**src/rtl/stopwatch_bcd_if.sv**
```systemverilog
// Control and display bundle for stopwatch_bcd: tick/button inputs plus the BCD
// count, lap, running and wrap outputs.
interface stopwatch_bcd_if #(
    parameter int DIGITS = 3
);
    logic                  go;
    logic                  start_stop;
    logic                  clear;
    logic                  lap;
    logic [4*DIGITS-1:0]   count_bcd;
    logic [4*DIGITS-1:0]   lap_bcd;
    logic                  running;
    logic                  wrap;

    modport master (
        output go, start_stop, clear, lap,
        input  count_bcd, lap_bcd, running, wrap
    );

    modport slave (
        input  go, start_stop, clear, lap,
        output count_bcd, lap_bcd, running, wrap
    );
endinterface

```
**src/rtl/stopwatch_bcd.sv**
```systemverilog
// BCD stopwatch counting single-cycle go ticks, with start/stop toggle and clear.
// Optional lap capture is enabled by defining STOPWATCH_LAP_EN.
module stopwatch_bcd #(
    parameter int DIGITS = 3
) (
    input  logic             i_clock,
    input  logic             i_reset,
    stopwatch_bcd_if.slave   bus
);
    typedef enum logic [1:0] {
        S_IDLE   = 2'd0,
        S_RUN    = 2'd1,
        S_PAUSED = 2'd2
    } state_t;

    state_t                r_state;
    state_t                w_state_nxt;
    logic                  r_ss_prev;
    logic                  w_ss_edge;
    logic [4*DIGITS-1:0]   r_count;
    logic [4*DIGITS-1:0]   w_count_inc;
    logic                  w_carry;
    logic                  w_wrap_inc;
    logic                  w_count_en;
    logic                  r_running;
    logic                  r_wrap;

    assign w_ss_edge  = bus.start_stop & ~r_ss_prev;
    assign w_count_en = (r_state == S_RUN) & bus.go & ~bus.clear;

    always_ff @(posedge i_clock) begin
        if (i_reset) begin
            r_state   <= S_IDLE;
            r_running <= 1'b0;
        end else begin
            r_state   <= w_state_nxt;
            r_running <= (w_state_nxt == S_RUN);
        end
    end

    always_comb begin
        w_state_nxt = r_state;
        if (bus.clear) begin
            w_state_nxt = S_IDLE;
        end else if (w_ss_edge) begin
            case (r_state)
                S_IDLE:   w_state_nxt = S_RUN;
                S_RUN:    w_state_nxt = S_PAUSED;
                S_PAUSED: w_state_nxt = S_RUN;
                default:  w_state_nxt = S_IDLE;
            endcase
        end
    end

    // Ripple-carry BCD increment; carry out of the top digit marks the all-9s rollover.
    always_comb begin
        w_carry     = 1'b1;
        w_count_inc = r_count;
        for (int i = 0; i < DIGITS; i++) begin
            if (w_carry) begin
                if (r_count[4*i +: 4] == 4'd9) begin
                    w_count_inc[4*i +: 4] = 4'd0;
                end else begin
                    w_count_inc[4*i +: 4] = r_count[4*i +: 4] + 4'd1;
                    w_carry               = 1'b0;
                end
            end
        end
        w_wrap_inc = w_carry;
    end

    always_ff @(posedge i_clock) begin
        if (i_reset) begin
            r_ss_prev <= 1'b1;
            r_count   <= '0;
            r_wrap    <= 1'b0;
        end else begin
            r_ss_prev <= bus.start_stop;
            if (bus.clear) begin
                r_count <= '0;
                r_wrap  <= 1'b0;
            end else begin
                if (w_count_en) begin
                    r_count <= w_count_inc;
                end
                r_wrap <= w_count_en & w_wrap_inc;
            end
        end
    end

`ifdef STOPWATCH_LAP_EN
    logic                  r_lap_prev;
    logic                  w_lap_edge;
    logic [4*DIGITS-1:0]   r_lap;

    assign w_lap_edge = bus.lap & ~r_lap_prev;

    always_ff @(posedge i_clock) begin
        if (i_reset) begin
            r_lap_prev <= 1'b1;
            r_lap      <= '0;
        end else begin
            r_lap_prev <= bus.lap;
            if (bus.clear) begin
                r_lap <= '0;
            end else if (w_lap_edge) begin
                r_lap <= r_count;
            end
        end
    end

    assign bus.lap_bcd = r_lap;
`else
    logic w_lap_unused;

    assign w_lap_unused = bus.lap;
    assign bus.lap_bcd  = '0;
`endif

    assign bus.count_bcd = r_count;
    assign bus.running   = r_running;
    assign bus.wrap      = r_wrap;
endmodule

```
**src/flat_wrapper.sv**
```systemverilog
// flat-port wrapper written by rule: the top's interface ports become plain ports
module stopwatch_bcd_flat 
#(
    parameter int DIGITS = 3
)
  (i_clock, i_reset, bus_go, bus_start_stop, bus_clear, bus_lap, bus_count_bcd, bus_lap_bcd, bus_running, bus_wrap);
  stopwatch_bcd_if #(.DIGITS(DIGITS)) bus_i ();
  input  logic i_clock;
  input  logic i_reset;
  input wire logic [$bits(bus_i.go)-1:0] bus_go;
  input wire logic [$bits(bus_i.start_stop)-1:0] bus_start_stop;
  input wire logic [$bits(bus_i.clear)-1:0] bus_clear;
  input wire logic [$bits(bus_i.lap)-1:0] bus_lap;
  output wire logic [$bits(bus_i.count_bcd)-1:0] bus_count_bcd;
  output wire logic [$bits(bus_i.lap_bcd)-1:0] bus_lap_bcd;
  output wire logic [$bits(bus_i.running)-1:0] bus_running;
  output wire logic [$bits(bus_i.wrap)-1:0] bus_wrap;
  assign bus_i.go = bus_go;
  assign bus_i.start_stop = bus_start_stop;
  assign bus_i.clear = bus_clear;
  assign bus_i.lap = bus_lap;
  assign bus_count_bcd = bus_i.count_bcd;
  assign bus_lap_bcd = bus_i.lap_bcd;
  assign bus_running = bus_i.running;
  assign bus_wrap = bus_i.wrap;
  stopwatch_bcd #(.DIGITS(DIGITS)) u_core (.i_clock(i_clock), .i_reset(i_reset), .bus(bus_i));
endmodule
```
**config.mk**
```make
export PLATFORM = sky130hd
export DESIGN_NAME = stopwatch_bcd_flat
export DESIGN_NICKNAME = d
export VERILOG_FILES = /design/src/rtl/stopwatch_bcd_if.sv /design/src/rtl/stopwatch_bcd.sv /design/src/flat_wrapper.sv
export SDC_FILE = /design/constraint.sdc
export NUM_CORES = 1
export LEC_CHECK = 0
export CAP_MARGIN = 25
export CORE_MARGIN = 2
export CORE_UTILIZATION = 39
export CTS_CLUSTER_SIZE = 10
export DETAILED_ROUTE_END_ITERATION = 7
export GPL_TIMING_DRIVEN = 0
export PLACE_DENSITY = 0.76
export REMOVE_ABC_BUFFERS = 1
export SYNTH_ARGS = -nofsm -noshare
export SYNTH_HDL_FRONTEND = slang
export SYNTH_SLANG_ARGS = --single-unit
```
**constraint.sdc**
```tcl
create_clock -name i_clock -period 1.4 [get_ports i_clock]
set_input_delay 0.21 -clock i_clock [delete_from_list [all_inputs] [get_ports i_clock]]
set_output_delay 0.21 -clock i_clock [all_outputs]
set_load 0.05 [all_outputs]
```
# After elaboration in Yosys (flattened, before gate mapping)
# Index checks and enable logic that the tools add are counted.
# word_totals
ff_bits	17
latchBits	0
ramBits	0
rom_bits	0
in_bits	6
output_inout_bits	26
word_cells	38
memories	0
# op_classes
addsub	3
mul	0
div	0
magnitude_cmp	0
eq_ne	6
shift	0
muxes	11
bitwise	6
n_reduce_logical	5
# ops
cell	n
$add 4x1->4 const B	3
$eq 4x4->1 const B	3
$mux 4	3
$mux 1	5
$and 1x1->1	4
$eq 2x1->1 const B	2
$mux 2	2
$pmux 2 s2	1
$reduce_and 2->1	2
$reduce_or 2->1	2
$eq 2x2->1 const B	1
$logic_not 2->1	1
$not 1->1	2

# Longest topological paths before layout
# logic_depth
word_depth	6
depth_mapped	5

# Least setup slack after synthesis
# No wires, ideal clock.
# synth_timing
kind	register to register
start	register u_core.r_count[0] (netlist: u_core.bus.count_bcd[0])
end	register u_core.r_count[3] (netlist: u_core.bus.count_bcd[3])
setup_ps	74
arrival_ps	1607
t_required_ps	1326
setup_slack_ps	-281
path_stages_with_launch	6
period_less_slack_ps	1681
path_cell_list	dfxtp_1 > nor2b_1 > buf_2 > nand3_1 > or3b_1 > a31oi_1
# synth_between
elab_chain_cells	2
word_cells_on_any_way	3
cone_classes	add/sub: 1; eq/ne: 1; mux: 1
# synth_lines
item	line_no	text
from (decl)	stopwatch_bcd.sv:20	logic [4*DIGITS-1:0] r_count;
from (signal assigned)	stopwatch_bcd.sv:84	r_count <= w_count_inc;
$add 4x1->4 / $eq 4x4->1 (equally long branches)	stopwatch_bcd.sv:64, stopwatch_bcd.sv:61	
$mux 4 *	stopwatch_bcd.sv:61	if (r_count[4*i +: 4] == 4'd9) begin
# Mark *: on every way between the ends. The rest lies on a longest branch, timed or not.
# A chain may end at the register's enable or synchronous reset.

# Worst setup path in the final report
# layout_timing
start	register u_core.r_count[5] (netlist: u_core.bus.count_bcd[5])
end	register u_core.r_count[9] (netlist: u_core.bus.count_bcd[9])
# layout_between
elab_chain_cells	4
# layout_lines
item	line_no	text
$eq 4x4->1	stopwatch_bcd.sv:61	
$mux 1	stopwatch_bcd.sv:61	
$mux 1	stopwatch_bcd.sv:60	if (w_carry) begin
$reduce_and 2->1 (no line)	--	
# No other way between the ends.

==> flow_summary.toml <==
[logic_synthesis]
synth_top_area_share_pct = 37.6
synth_area_leaders = "dfxtp_1 (38%), buf_4 (9.9%), nor2b_1 (4.8%)"
ys_seq_area_share_pct = 37.6
netlist_area_um2 = 906
synthSimpleGateAreaFrac_pct = 30.9
ys_ff_latch = 17
synthAdderAreaFrac_pct = 0
yosysTopAreaCell = "dfxtp_1"
synth_top_family_by_area = "simple AND/OR/NAND/NOR gates"
synth_compound_area_share_pct = 6.63
syn_inst = 105
synthMuxAreaShare_pct = 4.42
ys_warn_count = 0
syn_avg_cell_area_um2 = 8.63
synthXorXnorAreaFrac_pct = 5.80
ys_types = 30

[sta]
rsz0062_at_grt = "true"
post-route-period-util_pct = 98.4
fmax_ghz = 0.726
setup_viol = 0
hold_viol_final = 0
fin_skew_ns = 0.00479
slew_violations = 0
post-route-worst-setup-slack_ns = 0.0226
period_minus_slack_ns = 1.38

[cells_and_area]
final_util_pct = 52.7
layout.cells.non_filler = 158
design_area_um2 = 1170
diodes = 0
final_common_cell = "conb_1"
syn_to_final_growth_pct = 28.7
nNetsFinal = 137
nFillCells = 212
mostFrequentLayoutCells = "conb_1 (12), nor2_1 (11), clkdlybuf4s15_2 (10), dfxtp_1 (9), buf_4 (8)"
drive_gt1_share_pct = 30.0

[floorplanning]
fp.dieW_um = 52.2
initial_core_util_pct = 41.0
die_area_um2 = 2720
die_height_um = 52.2
rows = 17
io_pins = 32
design.core.area_um2 = 2210

[route]
finalWirelength_um = 1790
dr.first_iter.drc_count = 8
drt-pass1-iter-count = 4
via_count = 750
via_per_inst = 4.75
drcViolationCount = 0
ant_nets = 0
wire_per_inst_um = 11.3

[clock_tree]
cts_sinks = 17
cts-buffers-inserted = 3
cts.clk_slew.worst_paths_ns = 0.10
clockRootBuffer = "clkbuf_4"
clock_path_buffers = 2
clk-insertion-delay-late_ns = 0.29
cts_tree = "yes"
hold_buffers = 0
htree_levels = 1

[power]
p_leak_nw = 0.452
p_sw_mw = 0.255
p_comb_share_pct = 12.8
power.density_nw_per_um2 = 739
p_int_mw = 0.606
seqPwrFrac_pct = 56.0
ir_drop_mv = 0.374
p_sw_share_pct = 29.7
total_power_mw = 0.861
clock_power_share_pct = 31.2

[placed_design]
dp.cells = 146
pre_cts_ws_ns = -0.480
portBuffers = 18
post-dp-hpwl_um = 1220
dpl-instance-area_um2 = 1050
place_congestion = 0.779

[setup_path]
worstPathArrival_ns = 1.60
path_class = "reg -> reg"
startpoint_type = "flip-flop"
crit_path_end_kind = "flip-flop"
crit_fanout = 9
worst_ep_required_time_ns = 1.62

[global_routing]
grt_util_all_layers_pct = 13.8
grt_max_degree = 16
grt_pass1_wl_um = 2780
overflow = 0
antenna_found_initial = 0
grt_pass1_vias = 663

[worst_hold_path]
hp-class = "in -> reg"

[status]
outcome = "finished, final reports clean"

[run]
drv_cap = 0
worst paths after layout:
path / slack (ns) / cells past startpoint / end / start
max reg2reg: 0.02 / 4 / u_core.bus.count_bcd[9] / u_core.bus.count_bcd[5]
min reg2reg: 0.53 / 2 / u_core.r_state[1] / u_core.r_state[1]
min: 0.36 / 4 / u_core.bus.wrap / bus_clear
max: 0.02 / 4 / u_core.bus.count_bcd[9] / u_core.bus.count_bcd[5]
cells in the mapped netlist:
cell type  number
and4bb_2        2
nand3_1         5
or2_2           2
inv_1           4
xnor2_1         4
a21oi_1         4
nor3b_1         2
conb_1          1
buf_2           1
or3_1           3
o311ai_0        2
dfxtp_1        17
a31oi_1         2
nor2b_1         7
buf_4          12
or3b_1          1
nor3_1          1
nand4b_1        1
nand3b_1        1
clkbuf_1        2
nand2_1         5
mux2i_1         4
nand4_1         3
o21ai_0         2
nor2_1         11
xor2_1          2
nor4bb_1        1
and3b_1         1
nand4_2         1
buf_6           1
power by group through the flow:
stage	registers [mW]	logic (mW)	clock network (mW)
final	0.482	0.110	0.269
after global routing	0.483	0.115	0.292
after CTS	0.488	0.109	0.274
after detailed placement	0.499	0.108	0
after global placement	0.499	0.108	0
after floorplan	0.502	0.0862	0
per-stage QoR:
step,TNS [ns],hold WS (ns)
after global placement,-3.52,0.493
after CTS,-0.0387,0.499
after detailed placement,-3.99,0.506
final,0,0.359
after floorplan,-2.16,0.314
after global routing,-0.0911,0.375
timing repair:
action / in CTS / in global routing
setup buffers: 3 / 5
gates resized for setup: 42 / 12
endpoints found under the hold margin: 0 / 0
pin swaps: 1 / 2
endpoints found under the setup margin: 19 / 11
routing by layer:
layer	vias up	wire (um)	share of wire [%]	track usage (%)
met3	0	59	3.3	2.57
li1	384	-	-	-
met2	16	885	49	22.4
met1	350	847	47	16.8
met5	-	0	0	0
met4	0	0	0	8.55
state kept, by name, indices dropped and copies added (netlist names):
| register | count |
|---|---|
| u_core.bus.wrap | 1 |
| u_core.r_state | 2 |
| u_core.r_ss_prev | 1 |
| u_core.bus.running | 1 |
| u_core.bus.count_bcd | 12 |
kinds of logic after synthesis:
logic type,count (synthesis)
AOI/OAI and AO/OA,10
xor gates and xnor gates,6
buffers and inverters,20
DFF,17
muxes,4
other,1
and+or+nand+nor,47
area by class of cell:
cell class	instances	area, um^2	area share (%)
Inverter	4	15.0	1.29
Clock inverter	1	5.00	0.429
Multi-Input combinational cell	79	487	41.7
Sequential cell	17	358	30.7
Tap cell	28	35.0	3.00
Timing Repair Buffer	26	244	20.9
Clock buffer	3	22.5	1.93
worst max-delay path, cell delays in order, from the launching register on:
cell and delay [ns]:
dfxtp_4 0.38, and4bb_2 0.31, nand4_2 0.13, or3_1 0.33, a21oi_1 0.16
(Power assumes the default switching activity.)
